### src/rtl/proc_pkg.sv
// Shared processor definitions: fetch FSM encoding, NOP, and the opcodes
// decoded by pc_ctrl_sel.
package proc_pkg;

  typedef enum logic [1:0] {
    ST_RUN   = 2'd0,
    ST_FLUSH = 2'd1,
    ST_HALT  = 2'd2
  } fetch_state_t;

  localparam logic [31:0] NOP_INSN = 32'h0;

  localparam logic [6:0] OP_BRANCH = 7'b1100011;
  localparam logic [6:0] OP_JAL    = 7'b1101111;
  localparam logic [6:0] OP_JALR   = 7'b1100111;

  localparam int REDIRECT_CNT_W = 16;

  // Saturating increment for the redirect performance counter
  function automatic logic [REDIRECT_CNT_W-1:0] sat_inc(
      input logic [REDIRECT_CNT_W-1:0] v);
    return (v == '1) ? v : v + 1'b1;
  endfunction

endpackage

### src/rtl/ifid_reg.sv
// IF/ID pipeline latch: load enable, plus a synchronous flush that turns the
// held instruction into a NOP while leaving the recorded PC alone.
module ifid_reg
  import proc_pkg::*;
#(
  parameter int ADDR_W = 12,
  parameter int INSN_W = 32
) (
  input  logic              clock,
  input  logic              reset,
  input  logic              load,
  input  logic              flush,
  input  logic [INSN_W-1:0] insn_d,
  input  logic [ADDR_W-1:0] pc_d,
  input  logic              valid_d,
  output logic [INSN_W-1:0] ifid_insn,
  output logic [ADDR_W-1:0] ifid_pc,
  output logic              ifid_valid
);

  logic [INSN_W-1:0] insn_reg;
  logic [ADDR_W-1:0] pc_reg;
  logic              valid_reg;

  always_ff @(posedge clock) begin
    if (!reset) begin
      insn_reg  <= INSN_W'(NOP_INSN);
      pc_reg    <= '0;
      valid_reg <= 1'b0;
    end else if (flush) begin
      insn_reg  <= INSN_W'(NOP_INSN);
      valid_reg <= 1'b0;
    end else if (load) begin
      insn_reg  <= insn_d;
      pc_reg    <= pc_d;
      valid_reg <= valid_d;
    end
  end

  assign ifid_insn  = insn_reg;
  assign ifid_pc    = pc_reg;
  assign ifid_valid = valid_reg;

endmodule

### src/rtl/pc_fetch.sv
// Instruction-fetch stage: PC register, RUN/FLUSH/HALT control, IF/ID latch
// loading, and a saturating count of taken redirects.
module pc_fetch
  import proc_pkg::*;
#(
  parameter int                ADDR_W   = 12,
  parameter int                INSN_W   = 32,
  parameter logic [ADDR_W-1:0] RESET_PC = '0
) (
  input  logic              clock,
  input  logic              reset,
  output logic [ADDR_W-1:0] imem_addr,
  input  logic [INSN_W-1:0] imem_q,
  input  logic              stall,
  input  logic              pc_sel,
  input  logic              take,
  input  logic [ADDR_W-1:0] target,
  input  logic              halt,
  output logic [INSN_W-1:0] ifid_insn,
  output logic [ADDR_W-1:0] ifid_pc,
  output logic              ifid_valid,
  output logic [15:0]       redirect_cnt,
  output logic              halted
);

  fetch_state_t                state_reg, state_next;
  logic [ADDR_W-1:0]           pc_reg, pc_next;
  logic [REDIRECT_CNT_W-1:0]   cnt_reg, cnt_next;
  logic                        halted_reg;

  logic              redirect;
  logic [ADDR_W-1:0] pc_plus1;
  logic              ifid_load;
  logic              ifid_flush;
  logic [INSN_W-1:0] ifid_insn_d;
  logic [ADDR_W-1:0] ifid_pc_d;
  logic              ifid_valid_d;

  assign redirect = pc_sel & take;
  assign pc_plus1 = pc_reg + ADDR_W'(1);

  always_comb begin
    state_next   = state_reg;
    pc_next      = pc_reg;
    cnt_next     = cnt_reg;
    ifid_load    = 1'b0;
    ifid_flush   = 1'b0;
    ifid_insn_d  = imem_q;
    ifid_pc_d    = pc_plus1;
    ifid_valid_d = 1'b1;

    case (state_reg)
      ST_RUN, ST_FLUSH: begin
        if (halt) begin
          // Halt beats a same-edge redirect; the redirect is dropped uncounted
          state_next = ST_HALT;
          ifid_flush = 1'b1;
        end else if (redirect) begin
          state_next   = ST_FLUSH;
          pc_next      = target;
          cnt_next     = sat_inc(cnt_reg);
          ifid_load    = 1'b1;
          ifid_insn_d  = INSN_W'(NOP_INSN);
          ifid_pc_d    = '0;
          ifid_valid_d = 1'b0;
        end else if (!stall) begin
          state_next = ST_RUN;
          pc_next    = pc_plus1;
          ifid_load  = 1'b1;
        end
      end
      ST_HALT: begin
        state_next = ST_HALT;
      end
      default: begin
        state_next = ST_RUN;
      end
    endcase
  end

  always_ff @(posedge clock) begin
    if (!reset) begin
      state_reg  <= ST_RUN;
      pc_reg     <= RESET_PC;
      cnt_reg    <= '0;
      halted_reg <= 1'b0;
    end else begin
      state_reg  <= state_next;
      pc_reg     <= pc_next;
      cnt_reg    <= cnt_next;
      halted_reg <= (state_next == ST_HALT);
    end
  end

  ifid_reg #(
    .ADDR_W (ADDR_W),
    .INSN_W (INSN_W)
  ) u_ifid_reg (
    .clock      (clock),
    .reset      (reset),
    .load       (ifid_load),
    .flush      (ifid_flush),
    .insn_d     (ifid_insn_d),
    .pc_d       (ifid_pc_d),
    .valid_d    (ifid_valid_d),
    .ifid_insn  (ifid_insn),
    .ifid_pc    (ifid_pc),
    .ifid_valid (ifid_valid)
  );

  assign imem_addr    = pc_reg;
  assign redirect_cnt = cnt_reg;
  assign halted       = halted_reg;

endmodule
### config.mk
export PLATFORM = sky130hd
export DESIGN_NAME = pc_fetch
export DESIGN_NICKNAME = d
export VERILOG_FILES = /design/src/rtl/proc_pkg.sv /design/src/rtl/ifid_reg.sv /design/src/rtl/pc_fetch.sv
export SDC_FILE = /design/constraint.sdc
export NUM_CORES = 1
export LEC_CHECK = 0
export CAP_MARGIN = 40
export CORE_MARGIN = 2
export CORE_UTILIZATION = 40
export DETAILED_ROUTE_END_ITERATION = 7
export GPL_TIMING_DRIVEN = 1
export PLACE_DENSITY = 0.79
export SLEW_MARGIN = 10
export SYNTH_ARGS = -nofsm -noshare
export SYNTH_HDL_FRONTEND = slang
export SYNTH_SLANG_ARGS = --single-unit
### constraint.sdc
create_clock -name clock -period 1.7 [get_ports clock]
set_input_delay 0.17 -clock clock [delete_from_list [all_inputs] [get_ports clock]]
set_output_delay 0.17 -clock clock [all_outputs]
set_load 0.01 [all_outputs]
==> results of run 1 <==
## power by group through the flow
stage | sequential (mW) | clock, mW | combinational [mW]
5_1_grt | 1.84 | 1.60 | 0.595
2_1_floorplan | 1.90 | 0 | 0.205
3_5_place_dp | 1.88 | 0 | 0.549
6_report | 1.84 | 1.49 | 0.551
3_3_place_gp | 1.88 | 0 | 0.537
4_1_cts | 1.84 | 1.53 | 0.553
## cells by family (layout without fill, tap and decap cells)
| group | after synthesis | in the layout | share of synthesized area, % |
|---|---|---|---|
| buffers and inverters | 29 | 191 | 4.18 |
| xor gates and xnor gates | 6 | 6 | 1.58 |
| adders and majority gates | 2 | 2 | 0.752 |
| and+or+nand+nor | 158 | 158 | 23.9 |
| muxes | 7 | 7 | 2.11 |
| AOI/OAI and AO/OA | 110 | 110 | 22.3 |
| DFF | 75 | 75 | 45.1 |
## worst register-to-register path, stage by stage, from the launching register on
cell     delay, ps
dfxtp_2        410
nand4_4        120
or4_4          550
o31a_1         260
o32ai_2        180
## cell type report
class / instances / area share [%]
clock buffers: 10 / 2.62
inverters: 4 / 0.286
repair buffers: 172 / 31.5
multi-input cells: 283 / 32.9
well taps: 105 / 2.50
flip-flops and latches: 75 / 28.8
clock inverters: 5 / 1.48
## per-stage QoR
stage	util (%)	hold WS, ps	worst slack (ps)	setup TNS (ps)	total power [mW]
after floorplan	-	249	-50.0	-50.0	2.10
after global placement	61.5	440	-171	-8130	2.41
after detailed placement	61.5	443	-249	-11190	2.43
after CTS	64.2	408	38.8	0	3.92
after global routing	64.5	410	0.217	0	4.04
final	64.5	423	79.8	0	3.88
## how the worst min path moves through the flow
stage                                              end  cells past startpoint
global placement    u_ifid_reg.ifid_pc[8]$_SDFFE_PN0P_                      2
detailed placement  u_ifid_reg.ifid_pc[8]$_SDFFE_PN0P_                      2
finish                       imem_addr[1]$_SDFFE_PN0P_                      3
floorplan                      state_reg[0]$_SDFF_PN0_                      1
CTS                          imem_addr[1]$_SDFFE_PN0P_                      3
global route                 imem_addr[1]$_SDFFE_PN0P_                      3
## cells in the final DEF (no fill, tap or decap), types with 4 or more instances in the layout
cell,netlist,final
buf_12,0,4
and2_1,4,4
nand2_1,36,36
nand3_1,20,19
nor3_1,9,8
a22oi_1,36,36
dfxtp_2,0,4
clkdlybuf4s50_1,0,122
buf_4,1,45
mux2i_1,7,7
o21a_1,6,6
nand4_1,4,4
a21oi_1,23,23
dfxtp_1,75,70
nand2b_1,8,8
or3_1,6,6
nor2_1,46,45
nor4_1,6,6
clkbuf_8,0,10
o21ai_0,20,20
## layer usage
metal  track usage, %  routed length, um
met1             25.9               4200
met2             35.4               4630
met3             5.53                642
met4             9.06                193
met5                0                  0
## what timing repair did
item,4_1_cts,5_1_grt
hold buffers,0,0
endpoints found under the setup margin,1,10
gates resized for setup,1,9
pin swaps,0,1
==> report_table.html, run 1 <==
<table>
<tr><th>Metric</th><th>Value</th></tr>
<tr><th colspan="2">Clock tree</th></tr>
<tr><td>Clock insertion delay at the later pin of the skew report</td><td>340 ps</td></tr>
<tr><td>Number of buffers created by CTS</td><td>9</td></tr>
<tr><td>Clock transition at the registers of the reported paths</td><td>70 ps</td></tr>
<tr><td>Maximum level of the CTS H-tree</td><td>3</td></tr>
<tr><td>Clock Tree Buf Depth</td><td>2</td></tr>
<tr><td>CTS tree</td><td>built</td></tr>
<tr><td>CTS sink cnt</td><td>75</td></tr>
<tr><td>Root Buffer</td><td>clkbuf_8</td></tr>
<tr><td>Post-CTS Setup Bufs</td><td>0</td></tr>
<tr><th colspan="2">STA</th></tr>
<tr><td>Final setup skew</td><td>8.07 ps</td></tr>
<tr><td>Post-route clock period utilization</td><td>95.3%</td></tr>
<tr><td>Final hold vios</td><td>0</td></tr>
<tr><td>Maximum achievable frequency</td><td>617 MHz</td></tr>
<tr><td>Number of pins exceeding their max-slew limit in the final report</td><td>0</td></tr>
<tr><td>Minimum period implied by the final worst setup slack</td><td>1620 ps</td></tr>
<tr><td>Final setup viols</td><td>0</td></tr>
<tr><td>Worst slew pin tran</td><td>417 ps</td></tr>
<tr><td>Rel. slew slack</td><td>72.2%</td></tr>
<tr><td>Unrepaired setup endpoints after global routing</td><td>no</td></tr>
<tr><th colspan="2">Die</th></tr>
<tr><td>Row count</td><td>33</td></tr>
<tr><td>Die extent in y</td><td>95.2 um</td></tr>
<tr><td>IO Pins</td><td>124</td></tr>
<tr><td>Overall die area</td><td>9060 um2</td></tr>
<tr><td>Initial core utilization</td><td>40.9%</td></tr>
<tr><td>Core footprint</td><td>8130 um2</td></tr>
<tr><td>Die width</td><td>95.2 um</td></tr>
<tr><th colspan="2">Global routing</th></tr>
<tr><td>Vias in the first global route</td><td>3367</td></tr>
<tr><td>Total routing resource utilization after global routing</td><td>21.3%</td></tr>
<tr><td>Initial antenna violation count</td><td>0</td></tr>
<tr><td>First-pass GRT wire length</td><td>15400 um</td></tr>
<tr><td>Maximum number of pins on one net before global-route repair</td><td>39</td></tr>
<tr><td>GRT overflow</td><td>0</td></tr>
<tr><th colspan="2">Route</th></tr>
<tr><td>Average wire per standard cell</td><td>14.8 um</td></tr>
<tr><td>Detailed-routing iteration count for the pre-antenna-repair pass</td><td>4</td></tr>
<tr><td>Via count of the routed design</td><td>3551</td></tr>
<tr><td>Drt total wl</td><td>9670 um</td></tr>
<tr><td>Via density</td><td>5.43</td></tr>
<tr><td>Initial DRC Count</td><td>150</td></tr>
<tr><td>Number of nets with antenna violations after routing</td><td>0</td></tr>
<tr><td>DRC violations left</td><td>0</td></tr>
<tr><th colspan="2">Setup path</th></tr>
<tr><td>Number of buffer and inverter stages on the critical path</td><td>2</td></tr>
<tr><td>Critical path's largest stage delay</td><td>540 ps</td></tr>
<tr><td>Reg-to-reg endpoint</td><td>imem_addr[11]$_SDFFE_PN0P_</td></tr>
<tr><td>Crit path launch</td><td>imem_addr[2]$_SDFFE_PN0P_</td></tr>
<tr><td>Slack of the worst reg-to-reg path</td><td>100 ps</td></tr>
<tr><td>Crit. path cell count</td><td>2</td></tr>
<tr><td>Cell type group with the largest total delay on the critical path</td><td>buffers and inverters</td></tr>
<tr><td>Critical-path maximum fanout</td><td>7</td></tr>
<tr><td>Start-to-end type of the worst setup path</td><td>reg2out</td></tr>
<tr><td>R2R Path Start</td><td>imem_addr[1]$_SDFFE_PN0P_</td></tr>
<tr><td>Startpoint kind of the worst setup timing path</td><td>flip-flop</td></tr>
<tr><td>Critical Path RT</td><td>1530 ps</td></tr>
<tr><td>Critical-path top delay cell</td><td>clkdlybuf4s50_1</td></tr>
<tr><td>Data arrival time of the critical path</td><td>1450 ps</td></tr>
<tr><td>Capture point of the worst path</td><td>imem_addr[2]</td></tr>
<tr><td>Series of cell instances along the critical path</td><td>buf_4 -&gt; clkdlybuf4s50_1</td></tr>
<tr><td>Endpoint kind of the worst setup timing path</td><td>output pin</td></tr>
<tr><td>Worst-case reg-to-reg path depth</td><td>4</td></tr>
<tr><th colspan="2">Synthesis</th></tr>
<tr><td>Distinct cell type count of the synthesized netlist</td><td>51</td></tr>
<tr><td>Most common cell in the netlist</td><td>dfxtp_1</td></tr>
<tr><td>Mapped Nets</td><td>439</td></tr>
<tr><td>Top cells by area, synth</td><td>dfxtp_1, a22oi_1, nor2_1</td></tr>
<tr><td>Post-Syn Area</td><td>3330 um2</td></tr>
<tr><td>Cell types with the highest counts after synthesis</td><td>dfxtp_1, nor2_1, a22oi_1, nand2_1, a21oi_1</td></tr>
<tr><td>Synthesis Warnings</td><td>0</td></tr>
<tr><td>Number of enable-type register cells in the synthesized netlist</td><td>0</td></tr>
<tr><td>Avg Cell Area, Syn</td><td>8.59 um2</td></tr>
<tr><td>Yosys reg bits</td><td>75</td></tr>
<tr><td>Cell count after synthesis</td><td>387</td></tr>
<tr><td>Fraction of registers with async set or reset after synthesis</td><td>0%</td></tr>
<tr><td>Largest area contributor in the netlist</td><td>dfxtp_1</td></tr>
<tr><td>Proportion of synthesized chip area in sequential cells</td><td>45.1%</td></tr>
<tr><td>Post-synth top area share</td><td>45.1%</td></tr>
<tr><td>Top FF cell, synth</td><td>dfxtp_1</td></tr>
<tr><th colspan="2">Outcome</th></tr>
<tr><td>Run status</td><td>completed</td></tr>
<tr><th colspan="2">Finish</th></tr>
<tr><td>Final Non-Filler Cells</td><td>654</td></tr>
<tr><td>Area added between synthesis and finish</td><td>57.8%</td></tr>
<tr><td>Number of diodes</td><td>0</td></tr>
<tr><td>Design Area, Final</td><td>5250 um2</td></tr>
<tr><td>Multi-input combinational cell area</td><td>1720 um2</td></tr>
<tr><td>Number of flip-flops under the largest register name</td><td>32</td></tr>
<tr><td>Nets@finish</td><td>597</td></tr>
<tr><td>Reg area</td><td>1510 um2</td></tr>
<tr><td>Number of fillers in the final layout</td><td>653</td></tr>
<tr><td>Layout cell share with drive strength beyond 1</td><td>14.9%</td></tr>
<tr><th colspan="2">Place</th></tr>
<tr><td>Cell Count Post-Placement</td><td>639</td></tr>
<tr><td>DP Area</td><td>5000 um2</td></tr>
<tr><td>RD Place Congestion</td><td>0.848</td></tr>
<tr><td>Number of input and output port buffers inserted</td><td>123</td></tr>
<tr><td>Half-perimeter wire length after detailed placement</td><td>7100 um</td></tr>
<tr><th colspan="2">Power</th></tr>
<tr><td>Highest ir drop seen on vdd</td><td>0.000499 V</td></tr>
<tr><td>Net Sw Frac</td><td>23.9%</td></tr>
<tr><td>Internal power</td><td>2.95 mW</td></tr>
<tr><td>Total power density per cell area</td><td>739 nW/um2</td></tr>
<tr><td>Clock network fraction of total power</td><td>38.4%</td></tr>
<tr><td>Flop pwr share</td><td>47.4%</td></tr>
<tr><td>Switching pwr</td><td>0.928 mW</td></tr>
<tr><td>Leakage power</td><td>1.87 nW</td></tr>
<tr><td>Combinational group share of total power</td><td>14.2%</td></tr>
<tr><th colspan="2">Min path</th></tr>
<tr><td>Startpoint of the tightest hold check path</td><td>target[1]</td></tr>
<tr><td>Path class of the lowest-slack min-delay path</td><td>in2reg</td></tr>
<tr><th colspan="2">Run</th></tr>
<tr><td>Max-capacitance violation count</td><td>0</td></tr>
</table>
(Power assumes the default switching activity.)
==> inputs of run 2 (changes only) <==
--- a/config.mk
+++ b/config.mk
@@ -7,10 +7,11 @@
 export LEC_CHECK = 0
 export CAP_MARGIN = 40
 export CORE_MARGIN = 2
-export CORE_UTILIZATION = 40
+export CORE_UTILIZATION = 41
+export CTS_BUF_LIST = sky130_fd_sc_hd__clkbuf_4 sky130_fd_sc_hd__clkbuf_8
 export DETAILED_ROUTE_END_ITERATION = 7
 export GPL_TIMING_DRIVEN = 1
-export PLACE_DENSITY = 0.79
+export PLACE_DENSITY = 0.81
 export SLEW_MARGIN = 10
 export SYNTH_ARGS = -nofsm -noshare
 export SYNTH_HDL_FRONTEND = slang
==> report_table.html, run 2 (synthesis results as in run 1) <==
<table>
<tr><th>Metric</th><th>Value</th></tr>
<tr><th colspan="2">Outcome</th></tr>
<tr><td>Run status</td><td>completed</td></tr>
<tr><th colspan="2">Setup path</th></tr>
<tr><td>Startpoint kind of the worst setup timing path</td><td>input port</td></tr>
<tr><td>Slack of the worst reg-to-reg path</td><td>70 ps</td></tr>
<tr><td>Critical-path maximum fanout</td><td>7</td></tr>
<tr><td>Worst-case reg-to-reg path depth</td><td>4</td></tr>
<tr><td>Capture point of the worst path</td><td>redirect_cnt[11]$_SDFFE_PN0P_</td></tr>
<tr><td>Endpoint kind of the worst setup timing path</td><td>flip-flop</td></tr>
<tr><td>Reg-to-reg endpoint</td><td>redirect_cnt[11]$_SDFFE_PN0P_</td></tr>
<tr><td>Start-to-end type of the worst setup path</td><td>in2reg</td></tr>
<tr><td>R2R Path Start</td><td>redirect_cnt[2]$_SDFFE_PN0P_</td></tr>
<tr><td>Data arrival time of the critical path</td><td>1850 ps</td></tr>
<tr><td>Critical Path RT</td><td>1930 ps</td></tr>
<tr><td>Crit path launch</td><td>pc_sel</td></tr>
<tr><th colspan="2">STA</th></tr>
<tr><td>Final hold vios</td><td>0</td></tr>
<tr><td>Final setup viols</td><td>0</td></tr>
<tr><td>Minimum period implied by the final worst setup slack</td><td>1630 ps</td></tr>
<tr><td>Maximum achievable frequency</td><td>615 MHz</td></tr>
<tr><td>Number of pins exceeding their max-slew limit in the final report</td><td>0</td></tr>
<tr><td>Rel. slew slack</td><td>72.2%</td></tr>
<tr><td>Setup slack of the critical path after layout</td><td>74.7 ps</td></tr>
<tr><td>Worst slew pin tran</td><td>416 ps</td></tr>
<tr><td>Post-Route Hold Slack</td><td>402 ps</td></tr>
<tr><td>Final setup skew</td><td>9.58 ps</td></tr>
<tr><td>Unrepaired setup endpoints after global routing</td><td>yes</td></tr>
<tr><td>Post-route clock period utilization</td><td>95.6%</td></tr>
<tr><th colspan="2">Finish</th></tr>
<tr><td>Most frequent cells in the layout</td><td>clkdlybuf4s50_1, dfxtp_1, nor2_1</td></tr>
<tr><td>Nets@finish</td><td>596</td></tr>
<tr><td>Final Non-Filler Cells</td><td>651</td></tr>
<tr><td>Area added between synthesis and finish</td><td>56.4%</td></tr>
<tr><td>Multi-input combinational cell area</td><td>1720 um2</td></tr>
<tr><td>Layout cell share with drive strength beyond 1</td><td>14.0%</td></tr>
<tr><td>Number of flip-flops under the largest register name</td><td>32</td></tr>
<tr><td>Reg area</td><td>1510 um2</td></tr>
<tr><td>Number of fillers in the final layout</td><td>649</td></tr>
<tr><td>Core Util, Final</td><td>66.6%</td></tr>
<tr><td>Number of diodes</td><td>0</td></tr>
<tr><td>Commonest non-fill, non-tap cell in the layout</td><td>clkdlybuf4s50_1</td></tr>
<tr><th colspan="2">Die</th></tr>
<tr><td>Row count</td><td>32</td></tr>
<tr><td>Die width</td><td>94.1 um</td></tr>
<tr><td>Overall die area</td><td>8850 um2</td></tr>
<tr><td>Die extent in y</td><td>94.1 um</td></tr>
<tr><td>Core footprint</td><td>7810 um2</td></tr>
<tr><td>IO Pins</td><td>124</td></tr>
<tr><td>Initial core utilization</td><td>42.6%</td></tr>
<tr><th colspan="2">Global routing</th></tr>
<tr><td>First-pass GRT wire length</td><td>16200 um</td></tr>
<tr><td>Vias in the first global route</td><td>3462</td></tr>
<tr><td>Total routing resource utilization after global routing</td><td>23.2%</td></tr>
<tr><td>GRT overflow</td><td>0</td></tr>
<tr><td>Maximum number of pins on one net before global-route repair</td><td>34</td></tr>
<tr><td>Initial antenna violation count</td><td>0</td></tr>
<tr><th colspan="2">Clock tree</th></tr>
<tr><td>Number of buffers created by CTS</td><td>9</td></tr>
<tr><td>CTS tree</td><td>built</td></tr>
<tr><td>Clock transition at the registers of the reported paths</td><td>80 ps</td></tr>
<tr><td>Clock Tree Buf Depth</td><td>2</td></tr>
<tr><td>Post-CTS Setup Bufs</td><td>0</td></tr>
<tr><td>Clock insertion delay at the later pin of the skew report</td><td>350 ps</td></tr>
<tr><td>Root Buffer</td><td>clkbuf_8</td></tr>
<tr><td>Maximum level of the CTS H-tree</td><td>3</td></tr>
<tr><td>CTS sink cnt</td><td>75</td></tr>
<tr><th colspan="2">Min path</th></tr>
<tr><td>Path class of the lowest-slack min-delay path</td><td>in2reg</td></tr>
<tr><th colspan="2">Power</th></tr>
<tr><td>Leakage power</td><td>1.85 nW</td></tr>
<tr><td>Post-layout power</td><td>3.68 mW</td></tr>
<tr><td>Highest ir drop seen on vdd</td><td>0.000553 V</td></tr>
<tr><td>Total power density per cell area</td><td>707 nW/um2</td></tr>
<tr><th colspan="2">Place</th></tr>
<tr><td>RD Place Congestion</td><td>0.901</td></tr>
<tr><td>Number of input and output port buffers inserted</td><td>123</td></tr>
<tr><td>DP Worst Slack</td><td>-307 ps</td></tr>
<tr><td>Half-perimeter wire length after detailed placement</td><td>7160 um</td></tr>
<tr><td>Cell Count Post-Placement</td><td>635</td></tr>
<tr><th colspan="2">Route</th></tr>
<tr><td>Via density</td><td>5.48</td></tr>
<tr><td>Detailed-routing iteration count for the pre-antenna-repair pass</td><td>5</td></tr>
<tr><td>DRC violations left</td><td>0</td></tr>
<tr><td>Drt total wl</td><td>9800 um</td></tr>
<tr><td>Via count of the routed design</td><td>3570</td></tr>
<tr><td>Initial DRC Count</td><td>189</td></tr>
<tr><td>Number of nets with antenna violations after routing</td><td>0</td></tr>
<tr><td>Average wire per standard cell</td><td>15.1 um</td></tr>
<tr><th colspan="2">Run</th></tr>
<tr><td>Max-capacitance violation count</td><td>0</td></tr>
</table>
==> run 2: worst max-delay path: stages <==
cell and delay [ps]:
clkdlybuf4s50_1 570, and4bb_2 330, nand2_1 170, a2111oi_1 470
a211oi_1 140
==> run 2: worst min path at each step <==
stage	cells after the start	slack, ps	startpoint	to
floorplan	1	250	halt	state_reg[0]$_SDFF_PN0_
global placement	2	440	u_ifid_reg.ifid_pc[8]$_SDFFE_PN0P_	u_ifid_reg.ifid_pc[8]$_SDFFE_PN0P_
detailed placement	2	450	u_ifid_reg.ifid_pc[8]$_SDFFE_PN0P_	u_ifid_reg.ifid_pc[8]$_SDFFE_PN0P_
CTS	3	380	target[1]	imem_addr[1]$_SDFFE_PN0P_
global route	3	410	target[1]	imem_addr[1]$_SDFFE_PN0P_
finish	3	400	target[1]	imem_addr[1]$_SDFFE_PN0P_
==> run 2: final cells by class <==
cell class / count / area share [%]
Multi-Input combinational cell: 283 / 33.0
Timing Repair Buffer: 171 / 31.8
Sequential cell: 75 / 29.0
Tap cell: 102 / 2.45
Clock buffer: 9 / 2.38
Clock inverter: 7 / 1.13
Inverter: 4 / 0.289
==> run 2: repair_timing <==
item / 4_1_cts / 5_1_grt
endpoints found under the setup margin: 0 / 3
hold buffers: 0 / 0
resized for setup: 0 / 4
==> run 2: layer usage <==
metal	wire, um	vias to the layer above	global-route usage (%)
li1	-	1740	-
met1	3940	1661	27.7
met2	4820	153	38.5
met3	890	16	8.91
met4	151	0	7.61
met5	0	-	0
==> run 2: power by group <==
group | switching, mW | internal (mW)
Clock | 0.732 | 0.552
Combinational | 0.259 | 0.306
Sequential | 0.0318 | 1.80
==> run 2: stage by stage <==
step / setup TNS, ps / area (um2)
detailed placement: -7480 / 5010
floorplan: -50.0 / 3330
global route: 0 / 5200
finish: 0 / 5200
CTS: 0 / 5190
global placement: -4990 / 5010
==> inputs of run 3 (changes only) <==
--- a/config.mk
+++ b/config.mk
@@ -6,6 +6,7 @@
 export NUM_CORES = 1
 export LEC_CHECK = 0
 export CAP_MARGIN = 40
+export CORE_ASPECT_RATIO = 0.75
 export CORE_MARGIN = 2
 export CORE_UTILIZATION = 41
 export CTS_BUF_LIST = sky130_fd_sc_hd__clkbuf_4 sky130_fd_sc_hd__clkbuf_8
==> report_table.html, run 3 (synthesis results as in run 1) <==
<table>
<tr><th>Metric</th><th>Value</th></tr>
<tr><th colspan="2">Setup path</th></tr>
<tr><td>Data arrival time of the critical path</td><td>1480 ps</td></tr>
<tr><td>Critical Path RT</td><td>1530 ps</td></tr>
<tr><td>Startpoint kind of the worst setup timing path</td><td>flip-flop</td></tr>
<tr><td>Critical-path maximum fanout</td><td>7</td></tr>
<tr><td>Start-to-end type of the worst setup path</td><td>reg2out</td></tr>
<tr><td>Endpoint kind of the worst setup timing path</td><td>output pin</td></tr>
<tr><th colspan="2">STA</th></tr>
<tr><td>Number of pins exceeding their max-slew limit in the final report</td><td>0</td></tr>
<tr><td>Final setup skew</td><td>9.78 ps</td></tr>
<tr><td>Setup total negative slack</td><td>0 ps</td></tr>
<tr><td>Minimum period implied by the final worst setup slack</td><td>1650 ps</td></tr>
<tr><td>Worst slew pin tran</td><td>366 ps</td></tr>
<tr><td>Final hold vios</td><td>0</td></tr>
<tr><td>Post-route clock period utilization</td><td>96.9%</td></tr>
<tr><td>Final setup viols</td><td>0</td></tr>
<tr><td>Maximum achievable frequency</td><td>607 MHz</td></tr>
<tr><td>Rel. slew slack</td><td>75.6%</td></tr>
<tr><th colspan="2">Clock tree</th></tr>
<tr><td>Maximum level of the CTS H-tree</td><td>3</td></tr>
<tr><td>Post-CTS Setup Bufs</td><td>0</td></tr>
<tr><td>Number of buffers created by CTS</td><td>9</td></tr>
<tr><td>CTS sink cnt</td><td>75</td></tr>
<tr><td>CTS tree</td><td>built</td></tr>
<tr><td>Clock insertion delay at the later pin of the skew report</td><td>350 ps</td></tr>
<tr><td>Clock transition at the registers of the reported paths</td><td>80 ps</td></tr>
<tr><td>Clock Tree Buf Depth</td><td>2</td></tr>
<tr><td>Root Buffer</td><td>clkbuf_8</td></tr>
<tr><th colspan="2">Die</th></tr>
<tr><td>Overall die area</td><td>8860 um2</td></tr>
<tr><td>Die width</td><td>108 um</td></tr>
<tr><td>IO Pins</td><td>124</td></tr>
<tr><td>Die extent in y</td><td>82.0 um</td></tr>
<tr><td>Core footprint</td><td>7880 um2</td></tr>
<tr><td>Initial core utilization</td><td>42.2%</td></tr>
<tr><td>Row count</td><td>28</td></tr>
<tr><th colspan="2">Finish</th></tr>
<tr><td>Area added between synthesis and finish</td><td>59.7%</td></tr>
<tr><td>Number of flip-flops under the largest register name</td><td>32</td></tr>
<tr><td>Layout cell share with drive strength beyond 1</td><td>17.0%</td></tr>
<tr><td>Core Util, Final</td><td>67.4%</td></tr>
<tr><td>Nets@finish</td><td>607</td></tr>
<tr><td>Number of diodes</td><td>0</td></tr>
<tr><td>Most frequent cells in the layout</td><td>clkdlybuf4s50_1, dfxtp_1, buf_4</td></tr>
<tr><td>Commonest non-fill, non-tap cell in the layout</td><td>clkdlybuf4s50_1</td></tr>
<tr><th colspan="2">Route</th></tr>
<tr><td>Initial DRC Count</td><td>229</td></tr>
<tr><td>Number of nets with antenna violations after routing</td><td>0</td></tr>
<tr><td>Via count of the routed design</td><td>3649</td></tr>
<tr><td>Via density</td><td>5.49</td></tr>
<tr><td>Average wire per standard cell</td><td>15.8 um</td></tr>
<tr><td>DRC violations left</td><td>0</td></tr>
<tr><td>Detailed-routing iteration count for the pre-antenna-repair pass</td><td>5</td></tr>
<tr><td>Drt total wl</td><td>10500 um</td></tr>
<tr><th colspan="2">Global routing</th></tr>
<tr><td>Total routing resource utilization after global routing</td><td>23.5%</td></tr>
<tr><td>Initial antenna violation count</td><td>0</td></tr>
<tr><td>Maximum number of pins on one net before global-route repair</td><td>31</td></tr>
<tr><td>GRT overflow</td><td>0</td></tr>
<tr><td>First-pass GRT wire length</td><td>16300 um</td></tr>
<tr><td>Vias in the first global route</td><td>3454</td></tr>
<tr><th colspan="2">Power</th></tr>
<tr><td>Leakage power</td><td>1.90 nW</td></tr>
<tr><td>Highest ir drop seen on vdd</td><td>0.000588 V</td></tr>
<tr><td>Post-layout power</td><td>3.79 mW</td></tr>
<tr><td>Total power density per cell area</td><td>713 nW/um2</td></tr>
<tr><th colspan="2">Place</th></tr>
<tr><td>RD Place Congestion</td><td>0.886</td></tr>
<tr><td>Number of input and output port buffers inserted</td><td>123</td></tr>
<tr><td>Half-perimeter wire length after detailed placement</td><td>7720 um</td></tr>
<tr><th colspan="2">Outcome</th></tr>
<tr><td>Run status</td><td>completed</td></tr>
<tr><th colspan="2">Min path</th></tr>
<tr><td>Path class of the lowest-slack min-delay path</td><td>in2reg</td></tr>
<tr><th colspan="2">Run</th></tr>
<tr><td>Max-capacitance violation count</td><td>0</td></tr>
</table>
run 3: final timing paths:
kind,from,endpoint,slack (ps),depth (start not counted)
worst max-delay path,state_reg[1]$_SDFF_PN0_,halted,50,2
worst min-delay path,target[0],imem_addr[0]$_SDFFE_PN0P_,420,3
worst min register to register,u_ifid_reg.ifid_pc[6]$_SDFFE_PN0P_,u_ifid_reg.ifid_pc[6]$_SDFFE_PN0P_,460,2
worst max register to register,redirect_cnt[11]$_SDFFE_PN0P_,redirect_cnt[15]$_SDFFE_PN0P_,100,6
run 3: critical path, cell delays in order, from the launching register on:
cell	delay [ps]
dfxtp_1	380
buf_4	180
clkdlybuf4s50_1	560
run 3: per-stage QoR:
stage | std cells | hold slack, ps | setup WS [ps] | instance area, um2
global placement | 649 | 442 | -203 | 5070
detailed placement | 649 | 454 | -219 | 5070
CTS | 665 | 419 | 17.8 | 5280
floorplan | 387 | 249 | -50.0 | 3330
global route | 665 | 442 | -5.91 | 5310
finish | 665 | 420 | 52.6 | 5310
run 3: repair_timing:
action	CTS	global route
pin swaps	0	1
setup endpoints to repair	3	14
gates resized for setup	4	10
hold buffers	0	0
run 3: where the power goes:
group,switching [mW],internal (mW)
clock,0.684,0.694
sequential,0.0329,1.80
combinational,0.266,0.311
run 3: area by class of cell:
class                           instances  area (um2)
Clock buffer                           10         131
Timing Repair Buffer                  182        1710
Clock inverter                          6        66.3
Fill cell                             657        2570
Sequential cell                        75        1510
Multi-Input combinational cell        283        1750
Tap cell                              105         131
Inverter                                4        15.0
run 3: layer usage:
layer	GRT usage [%]	routed length [um]	vias up
met3	5.71	786	13
met4	7.05	123	0
met2	40.9	5060	138
met5	0	0	-
li1	-	-	1753
met1	29.2	4560	1745
